**config.mk**
```make
export PLATFORM = sky130hd
export DESIGN_NAME = lsu_req_stage
export DESIGN_NICKNAME = d
export VERILOG_FILES = /design/src/rtl/lsu_pkg.sv /design/src/rtl/lsu_mask_gen.sv /design/src/rtl/lsu_req_stage.sv
export SDC_FILE = /design/constraint.sdc
export NUM_CORES = 1
export LEC_CHECK = 0
export CORE_MARGIN = 2
export CORE_UTILIZATION = 55
export DETAILED_ROUTE_END_ITERATION = 10
export DONT_BUFFER_PORTS = 1
export MAX_ROUTING_LAYER = met4
export PLACE_DENSITY = 0.76
export SLEW_MARGIN = 20
export SYNTH_ARGS = -nofsm -noshare
export SYNTH_HDL_FRONTEND = slang
export SYNTH_SLANG_ARGS = --single-unit
```
**constraint.sdc**
```tcl
create_clock -name i_clk -period 2.6 [get_ports i_clk]
set_clock_uncertainty 0.2 [all_clocks]
set_input_delay 0.26 -clock i_clk [delete_from_list [all_inputs] [get_ports i_clk]]
set_output_delay 0.26 -clock i_clk [all_outputs]
set_load 0.05 [all_outputs]
```
**src/rtl/lsu_pkg.sv**
```systemverilog
// Shared encodings for the load/store request stage: funct3 values,
// access-size codes and the stage FSM state type.
package lsu_pkg;

    localparam logic [2:0] F3_LB  = 3'b000;
    localparam logic [2:0] F3_LH  = 3'b001;
    localparam logic [2:0] F3_LW  = 3'b010;
    localparam logic [2:0] F3_LBU = 3'b100;
    localparam logic [2:0] F3_LHU = 3'b101;
    localparam logic [2:0] F3_SB  = 3'b000;
    localparam logic [2:0] F3_SH  = 3'b001;
    localparam logic [2:0] F3_SW  = 3'b010;

    // funct3[1:0] selects the access size for both loads and stores
    localparam logic [1:0] SZ_BYTE = 2'b00;
    localparam logic [1:0] SZ_HALF = 2'b01;
    localparam logic [1:0] SZ_WORD = 2'b10;

    typedef enum logic [1:0] {
        S_IDLE,
        S_ISSUE,
        S_HELD
    } state_t;

endpackage

```
**src/rtl/lsu_mask_gen.sv**
```systemverilog
// Byte-enable generation for one access split across the addressed word and
// the following word; size code 11 has no valid encoding.
module lsu_mask_gen
    import lsu_pkg::*;
(
    input  logic [1:0] i_size,
    input  logic [1:0] i_offset,
    output logic [3:0] o_align,
    output logic [3:0] o_misalign,
    output logic       o_size_illegal
);

    always_comb begin
        o_align        = 4'b0000;
        o_misalign     = 4'b0000;
        o_size_illegal = (i_size == 2'b11);
        case (i_size)
            SZ_BYTE: o_align = 4'b0001 << i_offset;
            SZ_HALF: begin
                case (i_offset)
                    2'd0: o_align = 4'b0011;
                    2'd1: o_align = 4'b0110;
                    2'd2: o_align = 4'b1100;
                    2'd3: begin
                        o_align    = 4'b1000;
                        o_misalign = 4'b0001;
                    end
                endcase
            end
            SZ_WORD: begin
                case (i_offset)
                    2'd0: o_align = 4'b1111;
                    2'd1: begin
                        o_align    = 4'b1110;
                        o_misalign = 4'b0001;
                    end
                    2'd2: begin
                        o_align    = 4'b1100;
                        o_misalign = 4'b0011;
                    end
                    2'd3: begin
                        o_align    = 4'b1000;
                        o_misalign = 4'b0111;
                    end
                endcase
            end
            default: ;
        endcase
    end

endmodule

```
**src/rtl/lsu_req_stage.sv**
```systemverilog
// EX/MEM request register: captures load/store requests, drives one-shot
// memory enables, flags illegal accesses and tags load data for writeback.
//
// state   | meaning
// S_IDLE  | no request held, enables low
// S_ISSUE | request presented this cycle, enables/fault pulse active
// S_HELD  | memory stalled, request held with enables low
module lsu_req_stage
    import lsu_pkg::*;
#(
    parameter int ADDR_W         = 16,
    parameter int MEM_WORDS      = 4096,
    parameter bit ALLOW_MISALIGN = 1'b1
) (
    input  logic              i_clk,
    input  logic              i_reset,
    input  logic              i_valid,
    input  logic              i_is_load,
    input  logic              i_is_store,
    input  logic [2:0]        i_func3,
    input  logic [31:0]       i_addr,
    input  logic [31:0]       i_wdata,
    input  logic [4:0]        i_rd,
    input  logic              i_stall,
    input  logic              i_flush,
    output logic [ADDR_W-1:0] o_addr,
    output logic [2:0]        o_func3,
    output logic [31:0]       o_wdata,
    output logic [3:0]        o_bmask_align,
    output logic [3:0]        o_bmask_misalign,
    output logic              o_wren,
    output logic              o_rden,
    output logic              o_ld_valid,
    output logic [4:0]        o_ld_rd,
    output logic              o_fault,
    output logic [31:0]       o_fault_addr
);

    localparam logic [11:0] TOP_WORD = 12'(MEM_WORDS - 1);

    state_t     state;
    logic [4:0] req_rd;
    logic [3:0] mask_a;
    logic [3:0] mask_m;
    logic       size_illegal;
    logic       capture;
    logic       bad_func3;
    logic       illegal;
    logic       ld_pending;

    lsu_mask_gen u_mask_gen (
        .i_size         (i_func3[1:0]),
        .i_offset       (i_addr[1:0]),
        .o_align        (mask_a),
        .o_misalign     (mask_m),
        .o_size_illegal (size_illegal)
    );

    always_comb begin
        capture   = i_valid & (i_is_load | i_is_store) & ~i_stall & ~i_flush;
        bad_func3 = (i_is_load  & !(i_func3 inside {F3_LB, F3_LH, F3_LW, F3_LBU, F3_LHU}))
                  | (i_is_store & !(i_func3 inside {F3_SB, F3_SH, F3_SW}));
        // a spill into the word past the top of memory would wrap to word 0
        illegal   = size_illegal | bad_func3 | (i_is_load & i_is_store)
                  | ((|mask_m) & (!ALLOW_MISALIGN || (i_addr[13:2] == TOP_WORD)));
        // o_rden is only ever high in S_ISSUE, so it marks a legal load issuing now
        ld_pending = o_rden & ~i_flush;
    end

    always_ff @(posedge i_clk) begin
        if (!i_reset) begin
            state            <= S_IDLE;
            req_rd           <= '0;
            o_addr           <= '0;
            o_func3          <= '0;
            o_wdata          <= '0;
            o_bmask_align    <= '0;
            o_bmask_misalign <= '0;
            o_wren           <= 1'b0;
            o_rden           <= 1'b0;
            o_ld_valid       <= 1'b0;
            o_ld_rd          <= '0;
            o_fault          <= 1'b0;
            o_fault_addr     <= '0;
        end else begin
            o_wren     <= 1'b0;
            o_rden     <= 1'b0;
            o_fault    <= 1'b0;
            o_ld_valid <= ld_pending;
            o_ld_rd    <= ld_pending ? req_rd : 5'd0;
            if (i_flush) begin
                state <= S_IDLE;
            end else if (i_stall) begin
                if (state != S_IDLE) state <= S_HELD;
            end else if (capture) begin
                state            <= S_ISSUE;
                req_rd           <= i_rd;
                o_addr           <= i_addr[ADDR_W-1:0];
                o_func3          <= i_func3;
                o_wdata          <= i_wdata;
                o_bmask_align    <= mask_a;
                o_bmask_misalign <= mask_m;
                o_wren           <= i_is_store & ~illegal;
                o_rden           <= i_is_load & ~illegal;
                o_fault          <= illegal;
                if (illegal) o_fault_addr <= i_addr;
            end else begin
                state <= S_IDLE;
            end
        end
    end

endmodule

```
==> results of run 1 <==
==> cell type report <==
| class | instances | area share, % |
|---|---|---|
| multi-input cells | 431 | 45.2 |
| flip-flops and latches | 104 | 31.5 |
| repair buffers | 112 | 17.5 |
| well taps | 129 | 2.45 |
| clock buffers | 10 | 2.09 |
| clock inverters | 6 | 0.853 |
| inverters | 7 | 0.398 |
| diodes | 1 | 0.0379 |
==> worst max-delay path: stages <==
cell,delay [ps]
or2_2,460
buf_4,290
nand2_2,100
buf_4,350
nand2_1,120
a21boi_0,260
dlygate4sd3_1,590
==> placed cells by master (no fill, tap or decap), types with 2 or more instances in the layout <==
cell type	n
nand2_1	160
dfxtp_1	104
dlygate4sd3_1	92
a21boi_0	63
and2_1	37
nand3_1	33
o2111ai_1	32
o32a_1	32
o311ai_2	27
buf_4	14
ha_1	11
clkbuf_8	10
inv_1	7
buf_12	5
nand4_1	3
o311ai_1	3
a21oi_1	3
inv_6	3
o311ai_0	2
nor2_1	2
nor4b_2	2
inv_8	2
==> power by group <==
group          total, mW  leakage [nW]  internal, mW  switching (mW)
Sequential          1.84         0.842          1.64           0.196
Combinational      0.441          1.34         0.204           0.237
Clock               1.02        0.0977         0.399           0.622
==> registers in the layout, indices dropped and copies added (netlist names) <==
name              count
o_rden                1
o_ld_valid            1
o_addr               16
o_fault               1
o_func3               3
o_ld_rd               5
o_wren                1
req_rd                5
o_bmask_align         4
o_bmask_misalign      3
o_fault_addr         32
o_wdata              32
==> repair_timing <==
action	4_1_cts	5_1_grt
endpoints found under the setup margin	0	0
endpoints found under the hold margin	98	0
hold buffers	93	0
==> metal layers <==
metal | vias up | part of all wire [%]
li1 | 2321 | -
met1 | 2446 | 38
met3 | 44 | 9.2
met5 | - | 0
met2 | 277 | 50
met4 | 0 | 3.0
==> Yosys cell counts (7+ instances only) <==
| library cell | number | area share [%] |
|---|---|---|
| o32a_1 | 32 | 6.0 |
| o2111ai_1 | 32 | 5.2 |
| o311ai_2 | 27 | 8.2 |
| inv_1 | 7 | 0.49 |
| clkbuf_1 | 40 | 2.8 |
| buf_2 | 17 | 1.6 |
| nand2_1 | 161 | 11 |
| a21boi_0 | 63 | 8.8 |
| ha_1 | 11 | 2.6 |
| and2_1 | 38 | 4.4 |
| nand3_1 | 33 | 3.1 |
| dfxtp_1 | 104 | 39 |
==> logic make-up (layout without fill, tap and decap cells) <==
family	count (synthesis)	after routing	share of synthesized area, %
AO/OA/AOI/OAI	172	172	31.3
adder cells (fa/ha/maj)	11	11	2.57
buffers and inverters	72	135	6.02
flip-flops	104	104	39.0
other	1	2	0.0702
AND/OR/NAND/NOR	247	247	21.0
==> per-stage QoR <==
| stage | worst slack (ps) | cells | area (um2) | power (mW) | hold WS (ps) |
|---|---|---|---|---|---|
| after floorplan | 622 | 607 | 5350 | 2.12 | 205 |
| after global placement | 468 | 690 | 5460 | 2.18 | 207 |
| after detailed placement | 353 | 690 | 5460 | 2.19 | 213 |
| after CTS | 454 | 799 | 6600 | 3.30 | 37.4 |
| after global routing | 189 | 800 | 6600 | 3.42 | 53.0 |
| final | 287 | 800 | 6600 | 3.30 | 48.3 |
==> final timing paths <==
kind,from,endpoint,slack [ps],cells past startpoint
worst max register to register,o_wdata[20],o_wdata[20],700,3
worst max-delay path,i_is_load,o_wdata[20],290,7
worst min register to register,req_rd[1],req_rd[1],260,2
worst min-delay path,i_addr[31],o_fault_addr[31],50,3
==> results.toml, run 1 <==
[synthesis]
synth-seq-area-share_pct = 39.0
yosys.cell_types.count = 39
synth_ff_type = "dfxtp_1"
syn_inst = 607
yosys_warnings = 0
syn_nets = 697
syn_area_per_cell_um2 = 8.81
syn_area_um2 = 5350
synthArstFlopShare_pct = 0
synth_edf_count = 0
ys_ff_latch = 104

[global_routing]
grt_pass1_vias = 5065
met2_usage_pct = 52.2
grt_use_met3_pct = 7.53
grt.busiest_layer = "met2"
grt_antenna_before_repair = 1
gr-total-overflow = 0
grtUsageMet1_pct = 37.8
grt_pass1_wl_mm = 25.8
grt.total_usage_pct = 31.8
grt_max_degree = 67

[clocking]
clk_latency_ps = 370
clkTransAtPathRegs_ps = 110
numCtsBuffers = 9
tritoncts = "yes"
clockBufferDepth = 2
cts_resized = 0
cts_root_buffer = "clkbuf_8"
post_cts_buffers = 0
htree_num_levels = 3
cts_sinks = 104

[layout]
drive_gt1_share_pct = 11.3
regArea_um2 = 2080
multi_input_area_um2 = 2980
nFillCells = 718
fin_util_pct = 70.8
areaGrowthSynthToFinish_pct = 23.5
nets = 755

[floorplan]
design.core.area_um2 = 9330
io_pins = 179
dieArea_um2 = 10500
fp.dieH_um = 103
start_util_pct = 57.3
die_x_um = 103
rows = 35

[critical_path]
critPathKind = "in -> reg"
critPathLaunchType = "input port"
cp-end-kind = "flip-flop"
worstPathArrival_ps = 2430
crit_fanout = 38
cp_data_required_time_ps = 2720

[timing]
max_freq_mhz = 432
layout_min_cycle_time_ps = 2310
tns_ps = 0
slew_headroom_pct = 59.6
fin_crit_sh_pct = 89.0
hold_viol_final = 0
worst-slew-pin-transition_ps = 606
finalSetupViolCount = 0
grt_setup_unrepaired = "no"
slew_violations = 0

[outcome]
status = "finished clean"

[detailed_routing]
vias = 5088
initialDrtViolationCount = 361
vias_per_cell = 6.36
wl_mm = 16.4
first_pass_iters = 6
wl_per_cell_um = 20.5
drc = 0
ant_nets = 0

[placed_design]
portBuffers = 0
dp_hpwl_mm = 9.37
place_congestion = 0.791

[pwr]
power_density_nw_per_um2 = 500
vdd_drop_max_v = 0.000319
power_leakage_nw = 2.28

[min_path]
hold_class = "in -> reg"

[flow_run]
drv_cap = 0
Power figures use the tool's default switching activity.
==> inputs of run 2 (changes only) <==
--- a/config.mk
+++ b/config.mk
@@ -13,3 +13,3 @@
 export PLACE_DENSITY = 0.76
-export SLEW_MARGIN = 20
+export SLEW_MARGIN = 15
 export SYNTH_ARGS = -nofsm -noshare
--- a/constraint.sdc
+++ b/constraint.sdc
@@ -4,2 +4,2 @@
 set_output_delay 0.26 -clock i_clk [all_outputs]
-set_load 0.05 [all_outputs]
+set_load 0.005 [all_outputs]
==> run 2 against run 1 <==
Against the previous run: core utilization up 0.67 points; sequential power down 9%; combinational power about the same; largest cell class unchanged.
==> results.toml, run 2 (synthesis gave the netlist of run 1 again) <==
[outcome]
status = "finished clean"

[critical_path]
slowest_delay_ps = 590
crit_start = "i_is_load"
cp_common_cell = "buf_4"
worstPathArrival_ps = 2250
reg2reg_from = "o_wdata[20]"
cp_data_required_time_ps = 2730
crit_fanout = 38
slowest_stage = "dlygate4sd3_1"
cp_cell_sequence = "or2_2 > buf_4 > nand2_2 > buf_4 > nand2_1 > a21boi_0 > dlygate4sd3_1"
critPathKind = "in -> reg"
cp-end-kind = "flip-flop"
cp_top_family = "buffers and inverters"
critPathLaunchType = "input port"
path_buf_inv = 3
ff2ff_setup_slack_ps = 1080

[global_routing]
grt.total_usage_pct = 31.5
grt_pass1_wl_mm = 25.5
gr-total-overflow = 0
grt_pass1_vias = 5003
grt_max_degree = 74
grt_antenna_before_repair = 0

[layout]
layout_common_cells = "nand2_1 (160), dfxtp_1 (104), dlygate4sd3_1 (99)"
drive_gt1_share_pct = 11.2
fin_util_pct = 71.4
areaGrowthSynthToFinish_pct = 24.6
mostFrequentLayoutCell = "nand2_1"
nets = 762
reg_top3 = "o_fault_addr x32, o_wdata x32, o_addr x16"
nFillCells = 680
n_antenna_cell = 0

[pwr]
vdd_drop_max_v = 0.000373
power_density_nw_per_um2 = 473
power_leakage_nw = 2.32

[detailed_routing]
wl_per_cell_um = 20.2
vias = 5062
first_pass_iters = 7
ant_nets = 0
wl_mm = 16.3
vias_per_cell = 6.28
initialDrtViolationCount = 346
drc = 0

[placed_design]
dp_hpwl_mm = 9.29
place_congestion = 0.791
portBuffers = 0

[clocking]
tritoncts = "yes"
clkTransAtPathRegs_ps = 110
cts_root_buffer = "clkbuf_8"
clk_latency_ps = 370
numCtsBuffers = 9
cts_sinks = 104
post_cts_buffers = 0
htree_num_levels = 3
clockBufferDepth = 2

[timing]
layout_min_cycle_time_ps = 2130
worst-slew-pin-transition_ps = 517
tns_ps = 0
grt_setup_unrepaired = "no"
fin_crit_sh_pct = 81.8
slew_violations = 0
finalSetupViolCount = 0
slew_headroom_pct = 65.5
max_freq_mhz = 470
hold_viol_final = 0

[floorplan]
fp.dieH_um = 103
io_pins = 179
design.core.area_um2 = 9330
start_util_pct = 57.3
die_x_um = 103
dieArea_um2 = 10500
rows = 35

[min_path]
hold_class = "in -> reg"
min-delay-start = "i_addr[31]"

[flow_run]
drv_cap = 0
[run 2: layout make-up]
| class | count | area [um2] | share of cell area (%) |
|---|---|---|---|
| Clock buffer | 10 | 138 | 2.07 |
| Clock inverter | 6 | 58.8 | 0.883 |
| Inverter | 7 | 26.3 | 0.394 |
| Multi-Input combinational cell | 431 | 2980 | 44.7 |
| Sequential cell | 104 | 2080 | 31.2 |
| Tap cell | 129 | 161 | 2.42 |
| Timing Repair Buffer | 119 | 1220 | 18.3 |
[run 2: path summary, 6_finish.rpt]
check                                   endpoint  cells after the start
worst max-delay path                 o_wdata[20]                      7
worst min-delay path            o_fault_addr[31]                      3
worst max register to register       o_wdata[20]                      3
worst min register to register        o_ld_rd[0]                      1
[run 2: power breakdown]
part	internal (mW)	switching, mW
Combinational	0.206	0.232
Sequential	1.64	0.0403
Clock	0.403	0.626
[run 2: through the flow]
step	std cells	power (mW)	hold slack (ps)	worst slack [ps]	area [um2]
6_report	806	3.15	43.4	474	6660
5_1_grt	806	3.26	50.6	401	6660
4_1_cts	806	3.15	33.7	615	6660
3_5_place_dp	690	2.03	213	395	5460
3_3_place_gp	690	2.02	207	467	5460
2_1_floorplan	607	1.97	205	622	5350
[run 2: timing repair]
item | 4_1_cts | 5_1_grt
hold buffers | 100 | 0
resized for setup | 0 | 0
hold endpoints to repair | 98 | 0
[run 2: layer usage]
layer | GRT usage [%] | share of wire, % | vias to the layer above
met5 | - | 0 | -
met4 | 8.00 | 1.8 | 0
met3 | 8.00 | 8.3 | 29
met2 | 53.3 | 51 | 238
met1 | 37.4 | 39 | 2464
li1 | - | - | 2331
[run 2: tightest hold or removal path: stages]
cell and delay, ps:
and2_1 110, o2111ai_1 110, o311ai_0 100
==> inputs of run 3 (changes only) <==
Settings changed: PLACE_DENSITY 0.76 to 0.79.
Clock period 2.6 ns to 1.78 ns, I/O delays scaled along.
==> run 3 against run 2 <==
Against the previous run: non-clock buffer count is 33 higher; core utilization increased by 4.1 points; register-to-register slack worse by 860 ps; first-iteration DRC count increased by 10%; final area is 5.7% higher; flip-flop and latch count unchanged; worst setup slack worse by 410 ps; die area did not move; largest cell class unchanged; largest power group unchanged; highest routed layer unchanged.
==> results.toml, run 3 (synthesis gave the netlist of run 1 again) <==
[global_routing]
grt_pass1_wl_mm = 26.3
grt_max_degree = 79
grt_antenna_before_repair = 0
grt.total_usage_pct = 32.8
grt_pass1_vias = 5207
gr-total-overflow = 0

[layout]
mostFrequentLayoutCell = "nand2_1"
layout_common_cells = "nand2_1 (160), dlygate4sd3_1 (119), dfxtp_1 (104)"
areaGrowthSynthToFinish_pct = 31.8
finalInstanceArea_um2 = 7040
reg_top3 = "o_fault_addr x32, o_wdata x32, o_addr x16"
drive_gt1_share_pct = 13.1
nFillCells = 669
nets = 796
fin_util_pct = 75.5
n_antenna_cell = 0

[critical_path]
cp-end-kind = "flip-flop"
cp_top_family = "buffers and inverters"
path_buf_inv = 3
slowest_delay_ps = 560
ff2ff_setup_slack_ps = 220
worstPathArrival_ps = 1780
crit_fanout = 31
critPathLaunchType = "input port"
cp_data_required_time_ps = 1840
cp_cell_sequence = "or2_2 > and2_4 > buf_4 > buf_12 > nand2_1 > a21boi_0 > dlygate4sd3_1"
slowest_stage = "dlygate4sd3_1"
critPathKind = "in -> reg"

[outcome]
status = "finished clean"

[detailed_routing]
wl_mm = 17.4
vias_per_cell = 6.27
wl_met3_mm = 1.45
top_layer_used = "met4"
met2_length_mm = 8.80
ant_nets = 0
wl_per_cell_um = 20.7
first_pass_iters = 5
vias = 5270
drc = 0
initialDrtViolationCount = 382
wl_met1_mm = 6.70

[floorplan]
rows = 35
start_util_pct = 57.3
design.core.area_um2 = 9330
dieArea_um2 = 10500
die_x_um = 103
fp.dieH_um = 103
io_pins = 179

[timing]
layout_min_cycle_time_ps = 1720
fin_crit_sh_pct = 96.4
slew_violations = 0
worst-slew-pin-transition_ps = 695
max_freq_mhz = 583
timing.final.ws_setup_ps = 64.2
slew_headroom_pct = 53.6
hold_ws_ps = 7.51
finalSetupViolCount = 0
hold_viol_final = 0

[clocking]
tritoncts = "yes"
cts_root_buffer = "clkbuf_8"
cts_sinks = 104
clk_latency_ps = 370
htree_num_levels = 3
clkTransAtPathRegs_ps = 120
numCtsBuffers = 9
clockBufferDepth = 2

[placed_design]
dp_hpwl_mm = 9.27
dp_slack_ps = -593
place_congestion = 0.840
portBuffers = 0
place_area_um2 = 5500

[pwr]
power_density_nw_per_um2 = 660
power_leakage_nw = 2.52
vdd_drop_max_v = 0.000680
power_mw = 4.65

[flow_run]
drv_cap = 0

[min_path]
hold_class = "in -> reg"
run 3: path summary, 6_finish.rpt:
path / from / endpoint / cells after the start
worst max register to register: o_addr[8] / o_addr[8] / 3
worst min register to register: req_rd[2] / o_ld_rd[2] / 1
worst max-delay path: i_is_load / o_addr[11] / 7
worst min-delay path: i_reset / o_fault_addr[28] / 3
run 3: stage by stage:
stage	cells	setup TNS [ps]
after floorplan	607	-61.6
after global placement	694	-16090
after detailed placement	694	-16570
after CTS	831	0
after global routing	840	-2.19
final	840	0
run 3: repair_timing:
action                                  4_1_cts  5_1_grt
endpoints found under the setup margin       35       54
hold buffers                                120        0
cloned                                        1        1
buffers inserted                              0        8
gates resized for setup                       2        9
hold endpoints to repair                     99        0
pin swaps                                     1        4
run 3: layout make-up:
cell class              instances  area (um2)  share of cell area (%)
clock inverters                 7        73.8                    1.05
flip-flops and latches        104        2080                    29.6
clock buffers                   9         124                    1.76
inverters                       7        26.3                   0.373
repair buffers                152        1560                    22.2
well taps                     129         161                    2.29
multi-input cells             432        3010                    42.8
run 3: power breakdown:
| group | internal, mW | total, mW | switching (mW) |
|---|---|---|---|
| Combinational | 0.344 | 0.713 | 0.368 |
| Sequential | 2.40 | 2.46 | 0.0621 |
| Clock | 0.553 | 1.47 | 0.920 |
run 3: worst register-to-register path, cell delays in order (launching register included):
cell,delay (ps)
dfxtp_1,370
nand2_1,90
a21boi_0,270
dlygate4sd3_1,590
run 3: metal layers:
metal,GRT usage [%],up-vias
li1,-,2405
met1,38.1,2550
met2,54.3,272
met3,8.88,43
met4,11.7,0
met5,-,-
